### src/rtl/dco_cal_ctrl.sv
// Successive-approximation DCO tuner: 8 trials of SETTLE+WINDOW+1 cycles each, then holds the
// largest code whose windowed edge count is <= target. No backpressure; start ignored while busy.
module dco_cal_ctrl #(
   parameter int WINDOW = 256,
   parameter int SETTLE = 16,
   parameter int CNT_W  = 12
) (
   input  logic             clk,
   input  logic             reset,
   input  logic             start,
   input  logic [CNT_W-1:0] target,
   input  logic             dco_in,
   output logic [7:0]       dco_code,
   output logic             busy,
   output logic             done,
   output logic [CNT_W-1:0] meas_cnt
);
   localparam int TMR_MAX = (WINDOW > SETTLE) ? WINDOW : SETTLE;
   localparam int TMR_W   = $clog2(TMR_MAX + 1);

   typedef enum logic [2:0] {
      S_IDLE,
      S_SETTLE,
      S_MEASURE,
      S_COMPARE,
      S_DONE
   } state_t;

   state_t             r_state;
   logic [2:0]         r_bit;
   logic [7:0]         r_code;
   logic               r_busy;
   logic               r_done;
   logic [CNT_W-1:0]   r_target;
   logic [CNT_W-1:0]   r_edge_cnt;
   logic [CNT_W-1:0]   r_meas;
   logic [TMR_W-1:0]   r_timer;
   logic               r_s1;
   logic               r_s2;
   logic               r_s3;

   logic               w_edge;
   logic               w_keep;
   logic               w_cnt_sat;
   logic [7:0]         w_cur_mask;
   logic [7:0]         w_kept_code;
   logic [7:0]         w_next_code;

   // dco_in is asynchronous: two flops to resolve metastability, a third to find the rising edge
   always_ff @(posedge clk or posedge reset) begin
      if (reset) begin
         r_s1 <= 1'b0;
         r_s2 <= 1'b0;
         r_s3 <= 1'b0;
      end else begin
         r_s1 <= dco_in;
         r_s2 <= r_s1;
         r_s3 <= r_s2;
      end
   end

   assign w_edge      = r_s2 & ~r_s3;
   assign w_cnt_sat   = &r_edge_cnt;
   assign w_keep      = (r_edge_cnt <= r_target);
   assign w_cur_mask  = 8'h01 << r_bit;
   assign w_kept_code = w_keep ? r_code : (r_code & ~w_cur_mask);
   // On the last bit the shifted mask is zero, so the kept code is final
   assign w_next_code = w_kept_code | (w_cur_mask >> 1);

   always_ff @(posedge clk or posedge reset) begin
      if (reset) begin
         r_state    <= S_IDLE;
         r_bit      <= 3'd0;
         r_code     <= 8'h00;
         r_busy     <= 1'b0;
         r_done     <= 1'b0;
         r_target   <= '0;
         r_edge_cnt <= '0;
         r_meas     <= '0;
         r_timer    <= '0;
      end else begin
         case (r_state)
            S_IDLE, S_DONE: begin
               if (start) begin
                  r_target <= target;
                  r_bit    <= 3'd7;
                  r_code   <= 8'h80;
                  r_busy   <= 1'b1;
                  r_done   <= 1'b0;
                  r_timer  <= '0;
                  r_state  <= S_SETTLE;
               end
            end
            S_SETTLE: begin
               if (r_timer == TMR_W'(SETTLE - 1)) begin
                  r_timer    <= '0;
                  r_edge_cnt <= '0;
                  r_state    <= S_MEASURE;
               end else begin
                  r_timer <= r_timer + 1'b1;
               end
            end
            S_MEASURE: begin
               if (w_edge && !w_cnt_sat) begin
                  r_edge_cnt <= r_edge_cnt + 1'b1;
               end
               if (r_timer == TMR_W'(WINDOW - 1)) begin
                  r_timer <= '0;
                  r_state <= S_COMPARE;
               end else begin
                  r_timer <= r_timer + 1'b1;
               end
            end
            S_COMPARE: begin
               r_meas <= r_edge_cnt;
               r_code <= w_next_code;
               if (r_bit != 3'd0) begin
                  r_bit   <= r_bit - 3'd1;
                  r_state <= S_SETTLE;
               end else begin
                  r_busy  <= 1'b0;
                  r_done  <= 1'b1;
                  r_state <= S_DONE;
               end
            end
            default: begin
               r_state <= S_IDLE;
            end
         endcase
      end
   end

   assign dco_code = r_code;
   assign busy     = r_busy;
   assign done     = r_done;
   assign meas_cnt = r_meas;

endmodule

### config.mk
export PLATFORM = sky130hd
export DESIGN_NAME = dco_cal_ctrl
export DESIGN_NICKNAME = d
export VERILOG_FILES = /design/src/rtl/dco_cal_ctrl.sv
export SDC_FILE = /design/constraint.sdc
export NUM_CORES = 1
export LEC_CHECK = 0
export ABC_CLOCK_PERIOD_IN_PS = 4900
export BUFFER_PORTS_ARGS = -buffer_cell sky130_fd_sc_hd__buf_2
export CAP_MARGIN = 15
export CORE_ASPECT_RATIO = 1.25
export CORE_MARGIN = 3
export CORE_UTILIZATION = 60
export CTS_CLUSTER_DIAMETER = 60
export DETAILED_ROUTE_END_ITERATION = 7
export PLACE_DENSITY_LB_ADDON = 0.05
export SLEW_MARGIN = 20
export SYNTH_ARGS = -nofsm -noshare
export SYNTH_HDL_FRONTEND = slang
export SYNTH_SLANG_ARGS = --single-unit
export TNS_END_PERCENT = 50
### constraint.sdc
create_clock -name clk -period 4.9 [get_ports clk]
set_clock_uncertainty 0.1 [all_clocks]
set_input_delay 0.49 -clock clk [delete_from_list [all_inputs] [get_ports clk]]
set_output_delay 0.49 -clock clk [all_outputs]
set_load 0.05 [all_outputs]
== Word level (Yosys, flattened, before mapping) ==
Cells that the tools add are included.
Storage, ports and cells
  register bits after elaboration: 64
  input bits: 16
  output and inout bits: 22
Operators by class
  multiplexer cells: 24
  $lt $le $gt $ge: 1
  add/subtract/negate cells: 3
  reduce and logical (&&, ||, !) cells: 16
  shift operators: 1
  eq/ne operators: 12
  bitwise gates (word level): 5
Operator list (count)
  9-bit two-way mux: 3
  9-bit one-hot mux with 3 select lines: 1
  12-bit two-way mux: 2
  12-bit one-hot mux with 2 select lines: 1
  3-bit two-way mux: 6
  8-bit two-way mux: 2
  8-bit one-hot mux with 2 select lines: 1
  12-bit by 1-bit adder with 12-bit output (second input constant): 1
  12-bit <= comparator: 1
  2-bit inequality test (second input constant): 6
  3-bit one-hot mux with 4 select lines: 1
  12-bit AND reduction: 1
  3-bit AND reduction: 4
  9-bit by 1-bit adder with 9-bit output (second input constant): 1
  9-bit by 4-bit equality test with 1-bit output (second input constant): 1
  9-bit by 8-bit equality test with 1-bit output (second input constant): 1
  8-bit bitwise AND: 1
  8-bit inverter: 1
  8-bit by 7-bit bitwise OR with 8-bit output: 1
  1-bit by 3-bit left shift with 8-bit output (first input constant): 1
  3-bit by 2-bit equality test with 1-bit output (second input constant): 2
  3-bit one-hot mux with 2 select lines: 1
  2-bit AND reduction: 3
  3-bit nonzero test: 2
  12 further kinds: 17

== Logic depth before layout (Yosys ltp) ==
Gate-level depths: netlist (run 1).
  depth after elaboration: 6
  gate-level depth with buffers: 11
  depth with buffers taken out: 10

== Worst setup path after synthesis (run 1) ==
No wires, ideal clock.
  path kind: reg2reg
  start: reg r_timer[0]
  end: reg r_timer[2]
  data arrival time: 2.206 ns
  stages on the path, launching flop included: 12
  path slack: 2.512 ns
  data required time: 4.718 ns
  library setup time: 0.082 ns
  cells stage by stage: dfrtp_1 -> ha_1 -> and3_1 -> and3_1 -> nand3_1 -> inv_1 -> ha_1 -> or3_1 -> nand2_1 -> clkbuf_1 -> a21oi_1 -> a31oi_1
On the way
  longest elaborated chain between the ends: 3
RTL lines
  start: declaration: line 37  | logic [TMR_W-1:0] r_timer;
  start signal: assignment: line 100  | r_timer <= r_timer + 1'b1;
  start signal: assignment: line 111  | r_timer <= r_timer + 1'b1;
  9-bit by 1-bit adder with 9-bit output (tied with other cells): line 100, 111
  9-bit two-way mux (on tied branches): line 107, 95
  9-bit one-hot mux with 3 select lines *: line 82  | case (r_state)
Every way passes the cells marked *; elsewhere a longest branch is shown, timed or not.
A chain may end at the register's enable or synchronous reset.

== Worst setup path in the final report (run 1) ==
  start: reg r_timer[0]
  end: reg r_timer[7]
The elaborated chain is that of the path after synthesis.

==> summary.md, run 1 <==
| Metric | Value |
|---|---|
| Hold_sp | `dco_in` |
| Fin. max-slew vios | `0` |
| Mapped Area | `3260 sq um` |
| FP Rows | `29` |
| Peak supply drop | `between 0.15 and 0.2 mV` |
| Worst skew pair latency | `0.34 ns` |
| Yosys reg bits | `64` |
| Placed inst area | `3490 sq um` |
| Syn nets | `377` |
| Iteration-0 DRC Markers | `134` |
| Startpoint types | `register` |
| Area Overhead vs Synth | `12.6%` |
| Final instance area | `3670 sq um` |
| Post-synth EDFFs | `0` |
| IO Pins | `38` |
| P per Cell Area | `between 200 and 300 nW/um^2` |
| Vias in the first global route | `around 2500` |
| Fin. Hold Viols | `0` |
| Die Height | `between 80 and 90 microns` |
| Switching power | `0.222 mW` |
| CTS tree | `done` |
| CTS Buffer Depth | `2` |
| Placed wire-length estimate | `4720 microns` |
| Wire per inst | `14.8 microns` |
| Placer's final routability congestion estimate | `0.808` |
| Fin util | `around 71%` |
| Post-CTS Setup Bufs | `0` |
| Hold crit path type | `in -> reg` |
| PortBufs | `37` |
| Ys Warns | `0` |
| Global-route usage over all layers | `23.7%` |
| Diodes inserted | `0` |
| Crit. End Element | `register` |
| Slew @ Worst Pin | `around 1.1 ns` |
| Root buffer cell | `clkbuf_8` |
| Syn Area/Cell | `about 9.6 sq um` |
| Share of power burned in registers | `between 50% and 60%` |
| Comb pwr share | `3.9%` |
| Residual DRC | `0` |
| Antenna violations before repair | `0` |
| Clock tree sinks | `64` |
| Max cap viols | `0` |
| Static leakage power | `approximately 1.8 nW` |
| Sw Share | `22.7%` |
| Unique masters post-synth | `47` |
| Share of layout cells above drive strength 1 | `between 15 and 20%` |
| Die area | `6350 sq um` |
| Status | `complete, no violations` |
| Final Power | `slightly below 1 mW` |
| H-tree levels | `3` |
| Reg-to-reg startpoint | `r_timer[0]$_DFFE_PP0P_` |
| Final ANT Viol Nets | `0` |
| Setup CP Type | `reg -> reg` |
| Detailed-route wire length | `6600 microns` |
| Post-CTS Hold Fix Bufs | `0` |
| First-pass GRT wire length | `approximately 12000 microns` |
| CORE AREA | `5150 sq um` |
| Number of vias per cell | `~5.7` |
| Clk pwr share | `40.9%` |
| CP Max Fanout | `13` |
| Global route overflow | `0` |
| Min Clock Period, post-route | `2.58 ns` |
| Setup WS pre-CTS | `about 2.3 ns` |
| Worst endpoint required time | `5.08 ns` |
| Final setup vio count | `0` |
| Die Width | `71.9 microns` |
| PostCTS Resize Cnt | `0` |
| Fmax | `387 MHz` |
| Initial Util | `a little over three fifths` |
| Worst EP arrival | `approximately 2.8 ns` |
| Setup crit start | `r_timer[0]$_DFFE_PP0P_` |
| Post-route worst setup slack | `2.32 ns` |
| Crit share post-route | `52.7%` |
| Final #Nets | `417` |
| TritonRoute pass-1 iters | `4` |
| Seq/Total Area, Yosys | `49.2%` |
| Number of CTS-inserted buffers | `9` |
| Largest net degree at the start of global routing | `65` |
| Clk pin slew, worst setup/hold paths | `0.06 ns` |
| Cells after Synth | `340` |
| Top_reg_cell synth | `dfrtp_1` |
| Post-synth ARST share | `100%` |
| RSZ-0062 raised after global routing | `false` |
| Post-Route Setup TNS | `0 ns` |
| Slew HR | `28.7%` |
| DR vias | `~2600` |
| Cell Int Power | `0.756 mW` |
[metrics by stage]
stage | hold slack, ns | std cells
floorplan | 0.231 | 340
global placement | 0.244 | 431
detailed placement | 0.248 | 431
CTS | 0.138 | 446
global route | 0.130 | 446
finish | 0.154 | 446
[logic make-up (layout without fill, tap and decap cells)]
kind of cell	Yosys count	in the layout	share of synthesized area, %
xor gates and xnor gates	7	7	1.88
adders and majority gates	21	21	8.07
buffers and inverters	32	76	3.92
DFF	64	64	49.2
and+or+nand+nor	137	137	21.4
AOI/OAI and AO/OA	77	77	14.9
muxes	2	2	0.691
[cells in the mapped netlist (2+ instances only)]
library cell  count  area (sq um)
o31ai_1           2          15.0
a22oi_1           7          52.6
nand2b_1          2          12.5
nor4_1            3          18.8
a31oi_1           4          25.0
nor2_1           20          75.1
and3_1            8          50.1
xnor2_1           7          61.3
a41oi_1           7          61.3
inv_1            22          82.6
nor2b_1           8          50.1
o21ai_0          27           135
ha_1             21           263
nand2_1          57           214
dfrtp_1          64          1600
or3_1             3          18.8
a22o_1            2          17.5
nand3_1           9          45.0
and2_1            2          12.5
nand4_1           4          25.0
mux2_2            2          22.5
buf_4             2          15.0
o211ai_1          2          15.0
nor3b_1           2          15.0
or4_1             3          22.5
clkbuf_1          8          30.0
a21oi_1          17          85.1
nor3_1            6          30.0
[cell type report]
type	instances	area [sq um]
multi-input cells	244	1530
clock inverters	3	17.5
inverters	22	82.6
clock buffers	12	155
flip-flops and latches	64	1600
fillers	407	1490
repair buffers	39	200
well taps	62	77.6
[worst paths after layout]
check	slack, ns	to	depth (start not counted)
max reg2reg	2.32	r_timer[7]$_DFFE_PP0P_	10
min in group asynchronous	0.26	r_edge_cnt[5]$_DFFE_PP0P_	3
min	0.15	r_s1$_DFF_PP0_	1
max in group asynchronous	3.91	r_state[1]$_DFFE_PP0P_	3
max	2.32	r_timer[7]$_DFFE_PP0P_	10
min reg2reg	0.26	r_s2$_DFF_PP0_	0
[layout by cell type, fill, tap and decap left out, drive strengths merged, types with 3 or more instances in the layout]
cell type	n
dfrtp	64
a31oi	4
buf	39
a22oi	7
or3	3
nor3b	3
xnor2	7
nand2	57
nor4	4
nor2	20
o21ai	28
a41oi	7
nand4	4
a21oi	18
inv	22
nand3	9
and3	9
clkbuf	12
nor2b	8
or4	4
ha	21
o31ai	3
nor3	6
[registers in the layout (all words and copies together), names as in the netlist]
name	flops
r_s3	1
done	1
r_edge_cnt	12
r_s2	1
dco_code	8
r_bit	3
r_s1	1
r_target	12
r_state	3
meas_cnt	12
busy	1
r_timer	9
[worst max-delay path: stages (launching register included)]
cell and delay [ns]:
dfrtp_1 0.40, ha_1 0.24, and3_1 0.20, and3_1 0.20
nand3_1 0.10, inv_1 0.06, ha_1 0.18, or3_1 0.36
nand2_1 0.33, and3_2 0.25, a221o_1 0.10
[power groups by stage]
stage | Sequential (mW) | Combinational, mW | Clock, mW
global placement | 0.550 | 0.0372 | 0
detailed placement | 0.550 | 0.0390 | 0
finish | 0.540 | 0.0379 | 0.400
global route | 0.541 | 0.0439 | 0.433
floorplan | 0.552 | 0.0212 | 0
CTS | 0.540 | 0.0393 | 0.411
[routing by layer]
metal / track usage [%] / share of wire [%] / vias up
met4: 11.5 / 1.7 / 0
met2: 37.0 / 47 / 73
met3: 6.25 / 6.7 / 11
met5: 0 / 0 / -
met1: 30.9 / 44 / 1202
li1: - / - / 1278
Note: power is estimated with default switching activity, not from simulation.
==> run 2, diff against run 1 <==
Settings changed: ABC_CLOCK_PERIOD_IN_PS 4900 to 2400, CORE_UTILIZATION 60 to 58.
Clock period 4.9 ns to 2.4 ns, I/O delays scaled along.
==> run 2 against run 1 <==
Effect of this change:
- combinational power grew 130%
- cell count is 4.5% higher
- final area grew 6.0%
- maximum frequency is 12% higher
- routed wire length up 6.3%
- power up 120%
- hold slack lost 0.15 ns
- flip-flop and latch count stayed put
- critical endpoint unchanged
==> summary.md, run 2 (same netlist as run 1, synthesis figures left out) <==
| Metric | Value |
|---|---|
| Status | `complete, no violations` |
| Final setup vio count | `0` |
| Clk pin slew, worst setup/hold paths | `0.07 ns` |
| Number of vias per cell | `5.73` |
| PortBufs | `37` |
| Diodes inserted | `0` |
| Antenna violations before repair | `0` |
| Cells after DPL | `444` |
| Cell family with most CP delay | `simple AND/OR/NAND/NOR gates` |
| Setup CP Type | `reg -> reg` |
| Global route overflow | `0` |
| CTS tree | `done` |
| Worst EP arrival | `2.48 ns` |
| Peak supply drop | `0.407 mV` |
| IO Pins | `38` |
| Most common cell after layout, fill and taps aside | `dfrtp_1` |
| Placed wire-length estimate | `5080 microns` |
| FP Rows | `29` |
| CORE AREA | `about 5300 sq um` |
| Sequential cell area | `1600 sq um` |
| DR vias | `2669` |
| Slew @ Worst Pin | `0.632 ns` |
| Root buffer cell | `clkbuf_8` |
| CTS Buffer Depth | `2` |
| Fillcell total | `390` |
| Fin Hold WS | `between 0.005 and 0.006 ns` |
| Fin. Hold Viols | `0` |
| Max cap viols | `0` |
| Hold crit path type | `in -> reg` |
| Crit. End Element | `register` |
| Die area | `6560 sq um` |
| Slew HR | `57.4%` |
| Area of the multi-input gates | `1560 sq um` |
| Post-Route Setup TNS | `0 ns` |
| Commonest non-fill, non-tap cells in the layout | `dfrtp_1, nand2_1, buf_2` |
| Largest net degree at the start of global routing | `39` |
| Vias in the first global route | `between 2000 and 3000` |
| Residual DRC | `0` |
| Post-CTS Setup Bufs | `0` |
| P per Cell Area | `about 540 nW/um^2` |
| Worst endpoint required time | `2.58 ns` |
| Initial Util | `61.9%` |
| Crit path cell chain | `ha_2, and3_1, and3_4, nand3_2, inv_1, ha_1, or3_4, nand2_4, buf_4, and3_2, a221o_1` |
| Slowest CP cell | `dfrtp_1` |
| Share of layout cells above drive strength 1 | `21.8%` |
| Wire per inst | `approximately 15 microns` |
| First-pass GRT wire length | `12000 microns` |
| TritonRoute pass-1 iters | `5` |
| Fmax | `between 400 and 500 MHz` |
| Final #Nets | `436` |
| Buf/Inv on CP | `2` |
| Fin. max-slew vios | `0` |
| Static leakage power | `1.95 nW` |
| Startpoint types | `register` |
| Crit share post-route | `95.7%` |
| Worst skew pair latency | `0.34 ns` |
| H-tree levels | `3` |
| Number of CTS-inserted buffers | `9` |
| Fin cells | `466` |
| Area Overhead vs Synth | `19.4%` |
| Final ANT Viol Nets | `0` |
| Die Height | `89.8 microns` |
| Min Clock Period, post-route | `2.30 ns` |
| Detailed-route wire length | `7020 microns` |
| Iteration-0 DRC Markers | `between 100 and 150` |
| Placer's final routability congestion estimate | `0.846` |
| Global-route usage over all layers | `22.9%` |
| Die Width | `73.0 microns` |
| Largest stage delay, worst path | `0.40 ns` |
| CP Max Fanout | `4` |
| Clock tree sinks | `64` |
==> run 2: path summary, 6_finish.rpt <==
check / to / depth (start not counted) / start / slack [ns]
max in group asynchronous: dco_code[6]$_DFFE_PP0P_ / 4 / reset / 1.19
max: r_timer[7]$_DFFE_PP0P_ / 11 / r_timer[0]$_DFFE_PP0P_ / 0.10
max reg2reg: r_timer[7]$_DFFE_PP0P_ / 11 / r_timer[0]$_DFFE_PP0P_ / 0.10
min: r_target[2]$_DFFE_PP0P_ / 3 / target[2] / 0.006
min in group asynchronous: r_edge_cnt[5]$_DFFE_PP0P_ / 3 / reset / 0.42
min reg2reg: r_s2$_DFF_PP0_ / 0 / r_s1$_DFF_PP0_ / 0.26
==> run 2: area by class of cell <==
cell class | instances | share of cell area [%]
Sequential cell | 64 | 41.2
Multi-Input combinational cell | 244 | 40.1
Timing Repair Buffer | 58 | 9.56
Clock buffer | 10 | 3.54
Inverter | 22 | 2.12
Tap cell | 62 | 2.00
Clock inverter | 6 | 1.51
==> run 2: timing repair <==
| item | 4_1_cts | 5_1_grt |
|---|---|---|
| endpoints found under the setup margin | 0 | 9 |
| hold buffers | 5 | 0 |
| hold endpoints to repair | 30 | 0 |
| resized for setup | 0 | 8 |
==> run 2: metal layers <==
| metal | GRT usage, % | up-vias | routed length [microns] |
|---|---|---|---|
| met1 | 30.7 | 1308 | 3250 |
| met5 | 0 | - | 0 |
| met3 | 3.79 | 7 | 245 |
| met4 | 9.85 | 0 | 96 |
| met2 | 36.1 | 42 | 3430 |
| li1 | - | 1312 | - |
==> run 2: power by group <==
part | switching (mW) | leakage [nW] | internal [mW] | total [mW]
sequential | 0.00648 | 0.801 | 1.10 | 1.10
combinational | 0.0541 | 1.04 | 0.0329 | 0.0871
clock | 0.418 | 0.106 | 0.502 | 0.920
==> run 2: tightest hold or removal path, cell delays in order <==
cell and delay, ns:
buf_2 0.07, nand2_1 0.03, o21ai_0 0.06
==> run 2: through the flow <==
stage / setup WS [ns] / utilization (%) / area, sq um / total power [mW]
global route: -0.0125 / 73.9 / 3890 / 2.18
detailed placement: 0.0317 / 68.5 / 3600 / 1.21
floorplan: 0.0117 / - / 3260 / 1.17
finish: 0.102 / 73.9 / 3890 / 2.11
CTS: 0.00546 / 73.2 / 3850 / 2.13
global placement: 0.135 / 68.5 / 3600 / 1.20
